[src/rtl/rdma_pkg.sv]
// Shared types and constants for the RDMAP header arbiter: slot indices,
// opcodes and the drain FSM encoding.
package rdma_pkg;

    localparam int NUM_SLOTS = 4;
    localparam int CTL_W     = 16;
    localparam int WR_W      = 48;

    typedef logic [3:0] opcode_t;

    localparam opcode_t OP_SEND = 4'b0000;
    localparam opcode_t OP_RCV  = 4'b0001;
    localparam opcode_t OP_REQ  = 4'b0011;
    localparam opcode_t OP_ACK  = 4'b0111;

    typedef logic [1:0] slot_t;

    localparam slot_t SLOT_SEND = 2'd0;
    localparam slot_t SLOT_RCV  = 2'd1;
    localparam slot_t SLOT_REQ  = 2'd2;
    localparam slot_t SLOT_ACK  = 2'd3;

    typedef enum logic [1:0] {
        RUN     = 2'd0,
        DRAIN   = 2'd1,
        DRAINED = 2'd2
    } arb_state_t;

    // Round-robin start point after serving one of the three rotating slots.
    function automatic slot_t rr_after(input slot_t s);
        return (s == SLOT_REQ) ? SLOT_SEND : slot_t'(s + 2'd1);
    endfunction

    function automatic slot_t onehot3_to_idx(input logic [2:0] oh);
        slot_t idx;
        idx = SLOT_SEND;
        if (oh[1]) idx = SLOT_RCV;
        if (oh[2]) idx = SLOT_REQ;
        return idx;
    endfunction

endpackage

[src/rtl/rdma_rr_pick3.sv]
// Combinational round-robin picker over SEND/RCV/REQ; ptr names the slot
// searched first, the others follow in ascending order with wrap.
module rdma_rr_pick3
    import rdma_pkg::*;
(
    input  logic [2:0] req,
    input  slot_t      ptr,
    output logic [2:0] gnt
);

    always_comb begin
        // NOTE: every combinational output gets a default first so that no
        // path through the block leaves it unassigned and infers a latch.
        gnt = 3'b000;
        case (ptr)
            SLOT_RCV: begin
                if      (req[1]) gnt = 3'b010;
                else if (req[2]) gnt = 3'b100;
                else if (req[0]) gnt = 3'b001;
            end
            SLOT_REQ: begin
                if      (req[2]) gnt = 3'b100;
                else if (req[0]) gnt = 3'b001;
                else if (req[1]) gnt = 3'b010;
            end
            default: begin
                if      (req[0]) gnt = 3'b001;
                else if (req[1]) gnt = 3'b010;
                else if (req[2]) gnt = 3'b100;
            end
        endcase
    end

endmodule

[src/rtl/rdma_hdr_arbiter.sv]
// Shares the RDMAP header-generator input between SEND/RCV/REQ/ACK with ACK
// priority, DDP header credit flow control and a drain handshake.
module rdma_hdr_arbiter
    import rdma_pkg::*;
#(
    parameter int CREDIT_MAX = 8,
    parameter int CREDIT_W   = 4
) (
    input  logic                          clock,
    input  logic                          reset,
    input  logic [NUM_SLOTS-1:0]          reqValid,
    output logic [NUM_SLOTS-1:0]          reqReady,
    input  logic [NUM_SLOTS*CTL_W-1:0]    reqControl,
    input  logic [NUM_SLOTS*WR_W-1:0]     reqWR,
    input  logic                          poolFull,
    input  logic                          ddpCreditRet,
    input  logic                          drainReq,
    output logic                          infoValid,
    output logic [CTL_W-1:0]              rdmaControl,
    output logic [WR_W-1:0]               rdmaWR,
    output logic [1:0]                    grantId,
    output logic [CREDIT_W-1:0]           creditCnt,
    output logic                          drained,
    output logic                          creditErr
);

    localparam logic [CREDIT_W-1:0] CREDIT_FULL = CREDIT_W'(CREDIT_MAX);

    arb_state_t state, state_next;
    slot_t      rr_ptr;
    logic       ack_last;
    logic       grant_ok;
    logic       ack_elig;
    logic       grant_any;
    logic [2:0] rr_gnt;
    logic [3:0] grant;
    slot_t      grant_idx;

    logic [CTL_W-1:0] slot_ctl [NUM_SLOTS];
    logic [WR_W-1:0]  slot_wr  [NUM_SLOTS];

    for (genvar g = 0; g < NUM_SLOTS; g++) begin : g_slot
        assign slot_ctl[g] = reqControl[CTL_W*g +: CTL_W];
        assign slot_wr[g]  = reqWR[WR_W*g +: WR_W];
    end

    rdma_rr_pick3 u_pick (
        .req (reqValid[2:0]),
        .ptr (rr_ptr),
        .gnt (rr_gnt)
    );

    always_ff @(posedge clock or negedge reset) begin
        // NOTE: sequential state is only ever assigned with <= so every flop
        // samples pre-edge values regardless of statement order.
        if (!reset) state <= RUN;
        else        state <= state_next;
    end

    always_comb begin
        state_next = state;
        case (state)
            RUN:     if (drainReq) state_next = DRAIN;
            DRAIN: begin
                if (!drainReq)
                    state_next = RUN;
                else if (creditCnt == CREDIT_FULL && !infoValid)
                    state_next = DRAINED;
            end
            DRAINED: if (!drainReq) state_next = RUN;
            default: state_next = RUN;
        endcase
    end

    // A level drainReq blocks grants already in RUN, so its rising cycle never grants.
    always_comb begin
        grant_ok = reset && (state == RUN) && !drainReq && (creditCnt != '0);
        drained  = (state == DRAINED);
    end

    // The gap flag covers the one-cycle lag of poolFull behind an ACK grant.
    assign ack_elig = reqValid[SLOT_ACK] && !poolFull && !ack_last;

    always_comb begin
        grant     = 4'b0000;
        grant_idx = SLOT_SEND;
        if (grant_ok) begin
            if (ack_elig) begin
                grant[SLOT_ACK] = 1'b1;
                grant_idx       = SLOT_ACK;
            end else if (rr_gnt != 3'b000) begin
                grant[2:0] = rr_gnt;
                grant_idx  = onehot3_to_idx(rr_gnt);
            end
        end
    end

    assign grant_any = |grant;
    assign reqReady  = grant;

    always_ff @(posedge clock or negedge reset) begin
        if (!reset) begin
            creditCnt <= CREDIT_FULL;
            creditErr <= 1'b0;
        end else begin
            if (ddpCreditRet && creditCnt == CREDIT_FULL)
                creditErr <= 1'b1;
            if (grant_any && !ddpCreditRet)
                creditCnt <= creditCnt - CREDIT_W'(1);
            else if (ddpCreditRet && !grant_any && creditCnt != CREDIT_FULL)
                creditCnt <= creditCnt + CREDIT_W'(1);
        end
    end

    always_ff @(posedge clock or negedge reset) begin
        if (!reset) begin
            infoValid   <= 1'b0;
            rdmaControl <= '0;
            rdmaWR      <= '0;
            grantId     <= SLOT_SEND;
            rr_ptr      <= SLOT_SEND;
            ack_last    <= 1'b0;
        end else begin
            infoValid <= grant_any;
            ack_last  <= grant[SLOT_ACK];
            if (grant_any) begin
                rdmaControl <= slot_ctl[grant_idx];
                rdmaWR      <= slot_wr[grant_idx];
                grantId     <= grant_idx;
            end
            if (grant_any && !grant[SLOT_ACK])
                rr_ptr <= rr_after(grant_idx);
        end
    end

    a_ready_onehot: assert property (@(posedge clock) disable iff (!reset)
        $onehot0(reqReady));
    a_ready_needs_valid: assert property (@(posedge clock) disable iff (!reset)
        (reqReady & ~reqValid) == 4'b0000);
    a_credit_bound: assert property (@(posedge clock) disable iff (!reset)
        creditCnt <= CREDIT_FULL);

endmodule

[config.mk]
export PLATFORM = sky130hd
export DESIGN_NAME = rdma_hdr_arbiter
export DESIGN_NICKNAME = d
export VERILOG_FILES = /design/src/rtl/rdma_pkg.sv /design/src/rtl/rdma_rr_pick3.sv /design/src/rtl/rdma_hdr_arbiter.sv
export SDC_FILE = /design/constraint.sdc
export NUM_CORES = 1
export LEC_CHECK = 0
export BUFFER_PORTS_ARGS = -buffer_cell sky130_fd_sc_hd__buf_4
export CAP_MARGIN = 0
export CORE_AREA = 2 2 134 136
export CTS_BUF_LIST = sky130_fd_sc_hd__clkbuf_4
export DETAILED_ROUTE_END_ITERATION = 8
export DIE_AREA = 0 0 136 138
export SYNTH_ARGS = -nofsm -noshare
export SYNTH_HDL_FRONTEND = slang
export SYNTH_SLANG_ARGS = --single-unit
export TNS_END_PERCENT = 50
[constraint.sdc]
create_clock -name clock -period 5 [get_ports clock]
set_input_delay 0.5 -clock clock [delete_from_list [all_inputs] [get_ports clock]]
set_output_delay 0.5 -clock clock [all_outputs]
set_load 0.01 [all_outputs]
==> flow_summary.html, run 1 <==
<table>
<tr><th>Metric</th><th>Value</th></tr>
<tr><th colspan="2">Timing</th></tr>
<tr><td>Count of endpoints failing hold in the final timing report</td><td>0</td></tr>
<tr><td>Setup repair after global routing missed its margin</td><td>false</td></tr>
<tr><td>Post-route clock period utilization</td><td>65.5%</td></tr>
<tr><td>Clock skew after layout</td><td>19.1 ps</td></tr>
<tr><td>Final-layout setup total negative slack</td><td>0 ps</td></tr>
<tr><td>Final setup viols</td><td>0</td></tr>
<tr><td>Worst slew margin relative to its limit</td><td>36.4%</td></tr>
<tr><td>Max Transition Viols Final</td><td>0</td></tr>
<tr><td>Timing-limited maximum frequency</td><td>305 MHz</td></tr>
<tr><td>Pin slew with the least headroom to its limit</td><td>950 ps</td></tr>
<tr><td>Final critical-path required period</td><td>3280 ps</td></tr>
<tr><th colspan="2">Setup path</th></tr>
<tr><td>Reg2Reg Capture Point</td><td>rdmaWR[17]</td></tr>
<tr><td>Type of origin of the critical path</td><td>primary input</td></tr>
<tr><td>Crit Path Category</td><td>primary input to output port</td></tr>
<tr><td>Crit. End Element</td><td>output port</td></tr>
<tr><td>R2R Path Start</td><td>rr_ptr[0]</td></tr>
<tr><td>Setup slack of the worst register-to-register path</td><td>1980 ps</td></tr>
<tr><td>Capturing element of the worst setup path</td><td>reqReady[3]</td></tr>
<tr><td>Worst Path Required</td><td>4500 ps</td></tr>
<tr><td>Cell depth of the worst flop-to-flop path</td><td>9</td></tr>
<tr><td>Highest fanout seen on the critical path</td><td>67</td></tr>
<tr><td>Worst setup startpoint</td><td>reset</td></tr>
<tr><td>Crit path DAT</td><td>2780 ps</td></tr>
<tr><th colspan="2">Synth</th></tr>
<tr><td>Gate count after technology mapping</td><td>592</td></tr>
<tr><td>Proportion of netlist area held by the largest area contributor</td><td>39.2%</td></tr>
<tr><td>Number of register bits inferred by synthesis</td><td>77</td></tr>
<tr><td>Synth top area cells</td><td>dfrtp_1, nor2_1, a22oi_1, a31oi_1, or3_1</td></tr>
<tr><td>Share of async-settable or async-resettable flops after synthesis</td><td>100%</td></tr>
<tr><td>Unique masters post-synth</td><td>44</td></tr>
<tr><td>Main flop type after synthesis</td><td>dfrtp_1</td></tr>
<tr><td>Netlist area before placement</td><td>0.00485 mm²</td></tr>
<tr><td>Most area-hungry cell type in the Yosys netlist</td><td>dfrtp_1</td></tr>
<tr><td>Yosys synthesis warning count</td><td>0</td></tr>
<tr><td>Number of enable-type register cells in the synthesized netlist</td><td>0</td></tr>
<tr><td>Net count after synthesis</td><td>862</td></tr>
<tr><td>Avg Inst Size Synth</td><td>8.20 µm²</td></tr>
<tr><td>Register area share after synthesis</td><td>39.7%</td></tr>
<tr><th colspan="2">Cells and area</th></tr>
<tr><td>Area growth from synthesis to layout</td><td>58.8%</td></tr>
<tr><td>Share of post-route cells with drive strength above 1</td><td>42.0%</td></tr>
<tr><td>Post-layout nets</td><td>1169</td></tr>
<tr><td>Fillers</td><td>1844</td></tr>
<tr><th colspan="2">Drt</th></tr>
<tr><td>Remaining antenna violation count after routing</td><td>0</td></tr>
<tr><td>Post-detailed-route DRC marker count</td><td>0</td></tr>
<tr><td>Number of optimization iterations in the first detailed-route pass</td><td>5</td></tr>
<tr><td>Vias</td><td>5829</td></tr>
<tr><td>Final wirelength</td><td>20.6 mm</td></tr>
<tr><td>Wire length per cell</td><td>18.2 µm</td></tr>
<tr><td>Detailed router's first-iteration violation count</td><td>284</td></tr>
<tr><td>Routed vias/inst</td><td>5.14</td></tr>
<tr><th colspan="2">Clocking</th></tr>
<tr><td>Library cell used as clock root buffer</td><td>clkbuf_4</td></tr>
<tr><td>H-tree Lvls</td><td>3</td></tr>
<tr><td>Number of sinks driven by the clock tree</td><td>77</td></tr>
<tr><td>Clk slew on worst S/H paths</td><td>140 ps</td></tr>
<tr><td>Maximum buffer depth of the clock tree</td><td>2</td></tr>
<tr><td>Inserted Clock Buffers</td><td>9</td></tr>
<tr><td>Worst skew pair latency</td><td>450 ps</td></tr>
<tr><td>CTS tree</td><td>yes</td></tr>
<tr><td>Post_cts resized</td><td>0</td></tr>
<tr><th colspan="2">Hold path</th></tr>
<tr><td>Hold/Removal Path Class</td><td>primary input to flop</td></tr>
<tr><th colspan="2">Die</th></tr>
<tr><td>Initial Utilization</td><td>27.7%</td></tr>
<tr><td>Width of the die</td><td>136 µm</td></tr>
<tr><td>Std cell rows</td><td>49</td></tr>
<tr><td># IOs</td><td>342</td></tr>
<tr><td>Y dimension of the die</td><td>138 µm</td></tr>
<tr><td>Core area</td><td>0.0175 mm²</td></tr>
<tr><td>Full die area</td><td>0.0188 mm²</td></tr>
<tr><th colspan="2">Global routing</th></tr>
<tr><td>Maximum number of pins on one net before global-route repair</td><td>136</td></tr>
<tr><td>Via count of the first global-routing pass</td><td>5778</td></tr>
<tr><td>Global-route wire length before repair</td><td>31.6 mm</td></tr>
<tr><td>Global-route congestion overflow total</td><td>0</td></tr>
<tr><td>Overall global routing resource usage</td><td>21.7%</td></tr>
<tr><td>Number of antenna violations at the first check in global routing</td><td>1</td></tr>
<tr><th colspan="2">Job</th></tr>
<tr><td>Maximum capacitance violations</td><td>0</td></tr>
<tr><th colspan="2">Power and ir drop</th></tr>
<tr><td>Comb pwr share</td><td>53.9%</td></tr>
<tr><td>Total power density per cell area</td><td>430 mW/mm²</td></tr>
<tr><td>Maximum vdd ir drop</td><td>0.144 mV</td></tr>
<tr><td>PnR Total Power</td><td>0.00331 W</td></tr>
<tr><td>Pint</td><td>0.00195 W</td></tr>
<tr><td>Net Sw Frac</td><td>41.1%</td></tr>
<tr><td>Standby leakage power</td><td>3.47 nW</td></tr>
<tr><td>Net switching power of the design</td><td>0.00136 W</td></tr>
<tr><td>Fraction of power consumed by the clock network</td><td>12.1%</td></tr>
<tr><td>Sequential power share</td><td>34.0%</td></tr>
<tr><th colspan="2">Run status</th></tr>
<tr><td>Run status</td><td>completed</td></tr>
<tr><th colspan="2">Placement</th></tr>
<tr><td>Final Wtd Congestion</td><td>0.819</td></tr>
<tr><td>Port Buffers</td><td>341</td></tr>
<tr><td>Detail Placement HPWL</td><td>14.4 mm</td></tr>
</table>
[routing by layer]
metal  part of all wire [%]  global-route usage (%)  vias up
li1                       -                       -     2783
met1                     40                    26.2     2732
met2                     49                    36.7      280
met3                    8.6                    4.95       34
met4                    2.9                    9.10        0
met5                      0                       0        -
[critical path, stage by stage]
cell and delay, ps:
dlygate4sd3_1 520, buf_4 400, nor4b_2 400, o41ai_4 170
buf_4 360, nor2_1 220, buf_4 150
[power groups by stage]
stage                     clock network (W)  logic, W  registers (W)
after floorplan                           0  0.000814        0.00124
after global placement                    0   0.00180        0.00113
after detailed placement                  0   0.00181        0.00114
after CTS                          0.000417   0.00181        0.00113
after global routing               0.000445   0.00196        0.00117
final                              0.000401   0.00179        0.00113
[worst min-delay path by stage]
stage | startpoint | to | slack, ps | cells after the start
3_3_place_gp | creditErr | creditErr | 470 | 1
6_report | drainReq | state[1] | 290 | 2
3_5_place_dp | creditErr | creditErr | 470 | 1
4_1_cts | drainReq | state[1] | 250 | 2
2_1_floorplan | reset | ack_last | 200 | 0
5_1_grt | drainReq | state[1] | 260 | 2
[what timing repair did]
action,CTS,global route
endpoints found under the hold margin,32,0
setup buffers,0,0
hold buffers,1,0
[sequential cells by signal, indices dropped and copies added (netlist names)]
name         count
creditErr        1
rdmaControl     16
creditCnt        4
grantId          2
state            2
rr_ptr           2
ack_last         1
rdmaWR          48
infoValid        1
[cell type report]
type,instances,area (µm²),share of cell area [%]
Antenna cell,1,2.50,0.0325
Clock buffer,11,82.6,1.07
Clock inverter,5,51.3,0.666
Inverter,8,30.0,0.390
Multi-Input combinational cell,452,2660,34.5
Sequential cell,77,1930,25.0
Tap cell,229,287,3.72
Timing Repair Buffer,351,2660,34.6
[metrics by stage]
stage / worst slack [ps] / hold slack [ps] / std cells / instance area [µm²] / util [%]
global placement: 2020 / 466 / 1116 / 7560 / 43.1
floorplan: 2310 / 204 / 592 / 4850 / -
global route: 1560 / 262 / 1134 / 7700 / 43.9
CTS: 1660 / 246 / 1133 / 7700 / 43.9
detailed placement: 1960 / 472 / 1116 / 7560 / 43.1
finish: 1720 / 289 / 1134 / 7700 / 43.9
[cell families after synthesis]
logic type | share of synthesized area [%]
DFF | 39.7
xor gates and xnor gates | 0.542
adders and majority gates | 1.44
and+or+nand+nor | 22.4
AOI/OAI and AO/OA | 29.4
buffers and inverters | 6.32
muxes | 0.206
[Yosys cell counts, drive strengths merged (2+ instances only)]
cell type,count
ha,4
nand2,5
o21a,3
a22oi,64
nand2b,3
buf,39
nor3,2
nor2b,5
a21oi,69
o21ai,5
nor2,137
clkbuf,16
a31oi,65
nor3b,4
dfrtp,76
or3,64
xnor2,3
nand3,2
inv,8
a21o,3
[placed cells by master, fill, tap and decap left out, drive strengths merged, types with 2 or more instances in the layout]
master	netlist	final
buf	39	350
nor2	137	137
dfrtp	76	76
a21oi	69	69
a31oi	65	65
or3	64	64
a22oi	64	64
clkbuf	16	11
inv	8	8
nor2b	5	5
nand2	5	5
o21ai	5	5
ha	4	4
nor3b	4	4
clkinv	0	4
o21a	3	3
xnor2	3	3
a21o	3	3
nand2b	3	3
nor3	2	2
nand3	2	2
Note: power is estimated with default switching activity, not from simulation.
==> run 2: changes to the inputs <==
--- a/config.mk
+++ b/config.mk
@@ -7,10 +7,10 @@
 export LEC_CHECK = 0
 export BUFFER_PORTS_ARGS = -buffer_cell sky130_fd_sc_hd__buf_4
 export CAP_MARGIN = 0
-export CORE_AREA = 2 2 134 136
+export CORE_AREA = 2 2 133 135
 export CTS_BUF_LIST = sky130_fd_sc_hd__clkbuf_4
 export DETAILED_ROUTE_END_ITERATION = 8
-export DIE_AREA = 0 0 136 138
+export DIE_AREA = 0 0 135 137
 export SYNTH_ARGS = -nofsm -noshare
 export SYNTH_HDL_FRONTEND = slang
 export SYNTH_SLANG_ARGS = --single-unit
==> constraint.sdc (replaced) <==
create_clock -name clock -period 3 [get_ports clock]
set_input_delay 0.3 -clock clock [delete_from_list [all_inputs] [get_ports clock]]
set_output_delay 0.3 -clock clock [all_outputs]
set_load 0.01 [all_outputs]
==> flow_summary.html, run 2 (synthesis results as in run 1) <==
<table>
<tr><th>Metric</th><th>Value</th></tr>
<tr><th colspan="2">Cells and area</th></tr>
<tr><td>Post-layout nets</td><td>1175 (was 1169)</td></tr>
<tr><td>Footprint of the flip-flops and latches</td><td>0.00193 mm² (unchanged)</td></tr>
<tr><td>Most used cells in the layout excluding fill and tap cells</td><td>buf_4, nor2_1, dfrtp_1 (unchanged)</td></tr>
<tr><td>Number of flip-flops under the largest register name</td><td>48 (unchanged)</td></tr>
<tr><td>Area taken by multi-input logic gates</td><td>0.00267 mm² (was 0.00266 mm²)</td></tr>
<tr><td>Largest Register</td><td>rdmaWR (unchanged)</td></tr>
<tr><td>Fillers</td><td>1828 (was 1844)</td></tr>
<tr><td>Area growth from synthesis to layout</td><td>61.1% (was 58.8%)</td></tr>
<tr><td>Leading cell type in the layout, fill and taps excluded</td><td>buf_4 (unchanged)</td></tr>
<tr><td>Share of post-route cells with drive strength above 1</td><td>42.7% (was 42.0%)</td></tr>
<tr><td>Registers with the highest flip-flop counts</td><td>rdmaWR (48), rdmaControl (16), creditCnt (4) (unchanged)</td></tr>
<tr><td>Post-layout util</td><td>45.8% (was 43.9%)</td></tr>
<tr><th colspan="2">Drt</th></tr>
<tr><td>Number of optimization iterations in the first detailed-route pass</td><td>7 (was 5)</td></tr>
<tr><td>Top metal layer carrying routed signals</td><td>met4 (unchanged)</td></tr>
<tr><td>Final wirelength</td><td>19.7 mm (was 20.6 mm)</td></tr>
<tr><td>Remaining antenna violation count after routing</td><td>0 (unchanged)</td></tr>
<tr><td>Wire length per cell</td><td>17.4 µm (was 18.2 µm)</td></tr>
<tr><td>Detailed router's first-iteration violation count</td><td>207 (was 284)</td></tr>
<tr><td>Metal2 WL</td><td>9.87 mm (was 10.0 mm)</td></tr>
<tr><td>Routed vias/inst</td><td>4.98 (was 5.14)</td></tr>
<tr><td>Post-detailed-route DRC marker count</td><td>0 (unchanged)</td></tr>
<tr><td>Vias</td><td>5652 (was 5829)</td></tr>
<tr><td>Met3 routed WL</td><td>1.60 mm (was 1.77 mm)</td></tr>
<tr><td>Met1 wire length</td><td>7.90 mm (was 8.25 mm)</td></tr>
<tr><th colspan="2">Job</th></tr>
<tr><td>Maximum capacitance violations</td><td>0 (unchanged)</td></tr>
<tr><th colspan="2">Clocking</th></tr>
<tr><td>H-tree Lvls</td><td>3 (unchanged)</td></tr>
<tr><td>Inserted Clock Buffers</td><td>9 (unchanged)</td></tr>
<tr><td>Maximum buffer depth of the clock tree</td><td>2 (unchanged)</td></tr>
<tr><td>Library cell used as clock root buffer</td><td>clkbuf_4 (unchanged)</td></tr>
<tr><td>Number of sinks driven by the clock tree</td><td>77 (unchanged)</td></tr>
<tr><td>CTS tree</td><td>yes (unchanged)</td></tr>
<tr><td>Worst skew pair latency</td><td>430 ps (was 450 ps)</td></tr>
<tr><td>Clk slew on worst S/H paths</td><td>130 ps (was 140 ps)</td></tr>
<tr><th colspan="2">Placement</th></tr>
<tr><td>Final Wtd Congestion</td><td>0.804 (was 0.819)</td></tr>
<tr><td>Detail Placement HPWL</td><td>14.3 mm (was 14.4 mm)</td></tr>
<tr><td>Port Buffers</td><td>341 (unchanged)</td></tr>
<tr><th colspan="2">Timing</th></tr>
<tr><td>Max Transition Viols Final</td><td>0 (unchanged)</td></tr>
<tr><td>Worst slew margin relative to its limit</td><td>53.8% (was 36.4%)</td></tr>
<tr><td>Timing-limited maximum frequency</td><td>359 MHz</td></tr>
<tr><td>Clock skew after layout</td><td>24.2 ps (was 19.1 ps)</td></tr>
<tr><td>Count of endpoints failing hold in the final timing report</td><td>0 (unchanged)</td></tr>
<tr><td>Final critical-path required period</td><td>2790 ps</td></tr>
<tr><td>Pin slew with the least headroom to its limit</td><td>690 ps (was 950 ps)</td></tr>
<tr><td>Post-route clock period utilization</td><td>92.9%</td></tr>
<tr><td>Final setup viols</td><td>0 (unchanged)</td></tr>
<tr><th colspan="2">Die</th></tr>
<tr><td>Full die area</td><td>0.0185 mm² (was 0.0188 mm²)</td></tr>
<tr><td>Std cell rows</td><td>48 (was 49)</td></tr>
<tr><td>Initial Utilization</td><td>28.4% (was 27.7%)</td></tr>
<tr><td>Width of the die</td><td>135 µm (was 136 µm)</td></tr>
<tr><td># IOs</td><td>342 (unchanged)</td></tr>
<tr><td>Y dimension of the die</td><td>137 µm (was 138 µm)</td></tr>
<tr><td>Core area</td><td>0.0171 mm² (was 0.0175 mm²)</td></tr>
<tr><th colspan="2">Setup path</th></tr>
<tr><td>Crit Path Category</td><td>flop to flop (was primary input to output port)</td></tr>
<tr><td>Crit. End Element</td><td>flop (was output port)</td></tr>
<tr><td>Worst Path Required</td><td>3350 ps (was 4500 ps)</td></tr>
<tr><td>Cell Chain, Critical Path</td><td>inv_1, ha_2, and2b_1, o31ai_4, a41oi_4, nand2b_1, inv_2, ha_1, a21o_1, a21oi_1, nor3_1, a21oi_1, xnor2_1 (was dlygate4sd3_1, buf_4, nor4b_2, o41ai_4, buf_4, nor2_1, buf_4)</td></tr>
<tr><td>Type of origin of the critical path</td><td>flop (was primary input)</td></tr>
<tr><td>Setup slack of the worst register-to-register path</td><td>210 ps (was 1980 ps)</td></tr>
<tr><td>Slowest stage cell, crit path</td><td>dfrtp_1 (was dlygate4sd3_1)</td></tr>
<tr><td>Cell with the most instances on the worst path</td><td>a21oi_1 (was buf_4)</td></tr>
<tr><td>Crit path DAT</td><td>3140 ps (was 2780 ps)</td></tr>
<tr><td>Highest fanout seen on the critical path</td><td>8 (was 67)</td></tr>
<tr><td>Stage delay of the slowest cell on the critical path</td><td>400 ps (was 520 ps)</td></tr>
<tr><th colspan="2">Power and ir drop</th></tr>
<tr><td>Maximum vdd ir drop</td><td>0.295 mV (was 0.144 mV)</td></tr>
<tr><td>PnR Total Power</td><td>0.00570 W (was 0.00331 W)</td></tr>
<tr><td>Standby leakage power</td><td>3.52 nW (was 3.47 nW)</td></tr>
<tr><td>Total power density per cell area</td><td>729 mW/mm² (was 430 mW/mm²)</td></tr>
<tr><th colspan="2">Hold path</th></tr>
<tr><td>Hold/Removal Path Class</td><td>primary input to flop (unchanged)</td></tr>
<tr><th colspan="2">Global routing</th></tr>
<tr><td>Maximum number of pins on one net before global-route repair</td><td>136 (unchanged)</td></tr>
<tr><td>Number of antenna violations at the first check in global routing</td><td>1 (unchanged)</td></tr>
<tr><td>Global-route wire length before repair</td><td>29.3 mm (was 31.6 mm)</td></tr>
<tr><td>Via count of the first global-routing pass</td><td>5261 (was 5778)</td></tr>
<tr><td>Global-route congestion overflow total</td><td>0 (unchanged)</td></tr>
<tr><td>Overall global routing resource usage</td><td>20.6% (was 21.7%)</td></tr>
<tr><th colspan="2">Run status</th></tr>
<tr><td>Run status</td><td>completed (unchanged)</td></tr>
</table>
==> run 2: cell types whose count changed in the layout (fill, tap and decap cells not counted) <==
| cell | change |
|---|---|
| o311ai_1 | -1 |
| bufinv_16 | +2 |
| clkinv_4 | -1 |
| buf_4 | +5 |
| buf_12 | +1 |
| ha_2 | +1 |
| clkinv_1 | -1 |
| o311ai_2 | +1 |
| ha_1 | -1 |
==> run 2: layout make-up <==
type | count | share of cell area (%)
diodes | 1 | 0.0320
flip-flops and latches | 77 | 24.7
multi-input cells | 452 | 34.2
repair buffers | 357 | 34.8
clock buffers | 11 | 1.06
clock inverters | 5 | 1.26
well taps | 225 | 3.60
inverters | 8 | 0.384
==> run 2: worst max-delay path: cells and delay by family (launching register included) <==
family,cells,cell delay (ps)
buf+inv,2,140
simple gates,3,440
xor+xnor,1,130
fa+ha+maj,2,600
flops,1,400
compound gates,5,990
==> run 2: metal layers <==
layer / track usage [%] / vias to the layer above
li1: - / 2795
met1: 24.4 / 2608
met2: 36.3 / 226
met3: 5.56 / 23
met4: 6.71 / 0
met5: 0 / -
==> run 2: where the power goes <==
part / internal [W] / switching, W
clock: 0.000438 / 0.000378
sequential: 0.00153 / 0.000331
combinational: 0.00148 / 0.00154
==> run 2: metrics by stage <==
stage | setup TNS (ps) | worst slack (ps) | cell area (µm²) | cells | hold WS, ps
4_1_cts | 0 | 114 | 7790 | 1133 | 60.8
2_1_floorplan | 0 | 305 | 4850 | 592 | 4.41
3_3_place_gp | 0 | 219 | 7600 | 1116 | 421
6_report | 0 | 212 | 7820 | 1136 | 119
5_1_grt | -1.26 | -1.26 | 7820 | 1136 | 63.1
3_5_place_dp | 0 | 150 | 7600 | 1116 | 422
==> run 2: timing repair <==
item | 4_1_cts | 5_1_grt
endpoints found under the hold margin | 35 | 0
gates resized for setup | 0 | 2
hold buffers | 1 | 0
buffers inserted | 0 | 2
endpoints found under the setup margin | 0 | 1
==> run 2: final timing paths <==
path	start	end	cells after the start
setup / recovery	rr_ptr[0]	creditCnt[3]	13
max in group asynchronous	reset	rdmaWR[5]	4
setup reg to reg	rr_ptr[0]	creditCnt[3]	13
hold reg to reg	state[1]	state[0]	1
hold / removal	drainReq	state[1]	2
min in group asynchronous	reset	rdmaControl[10]	3
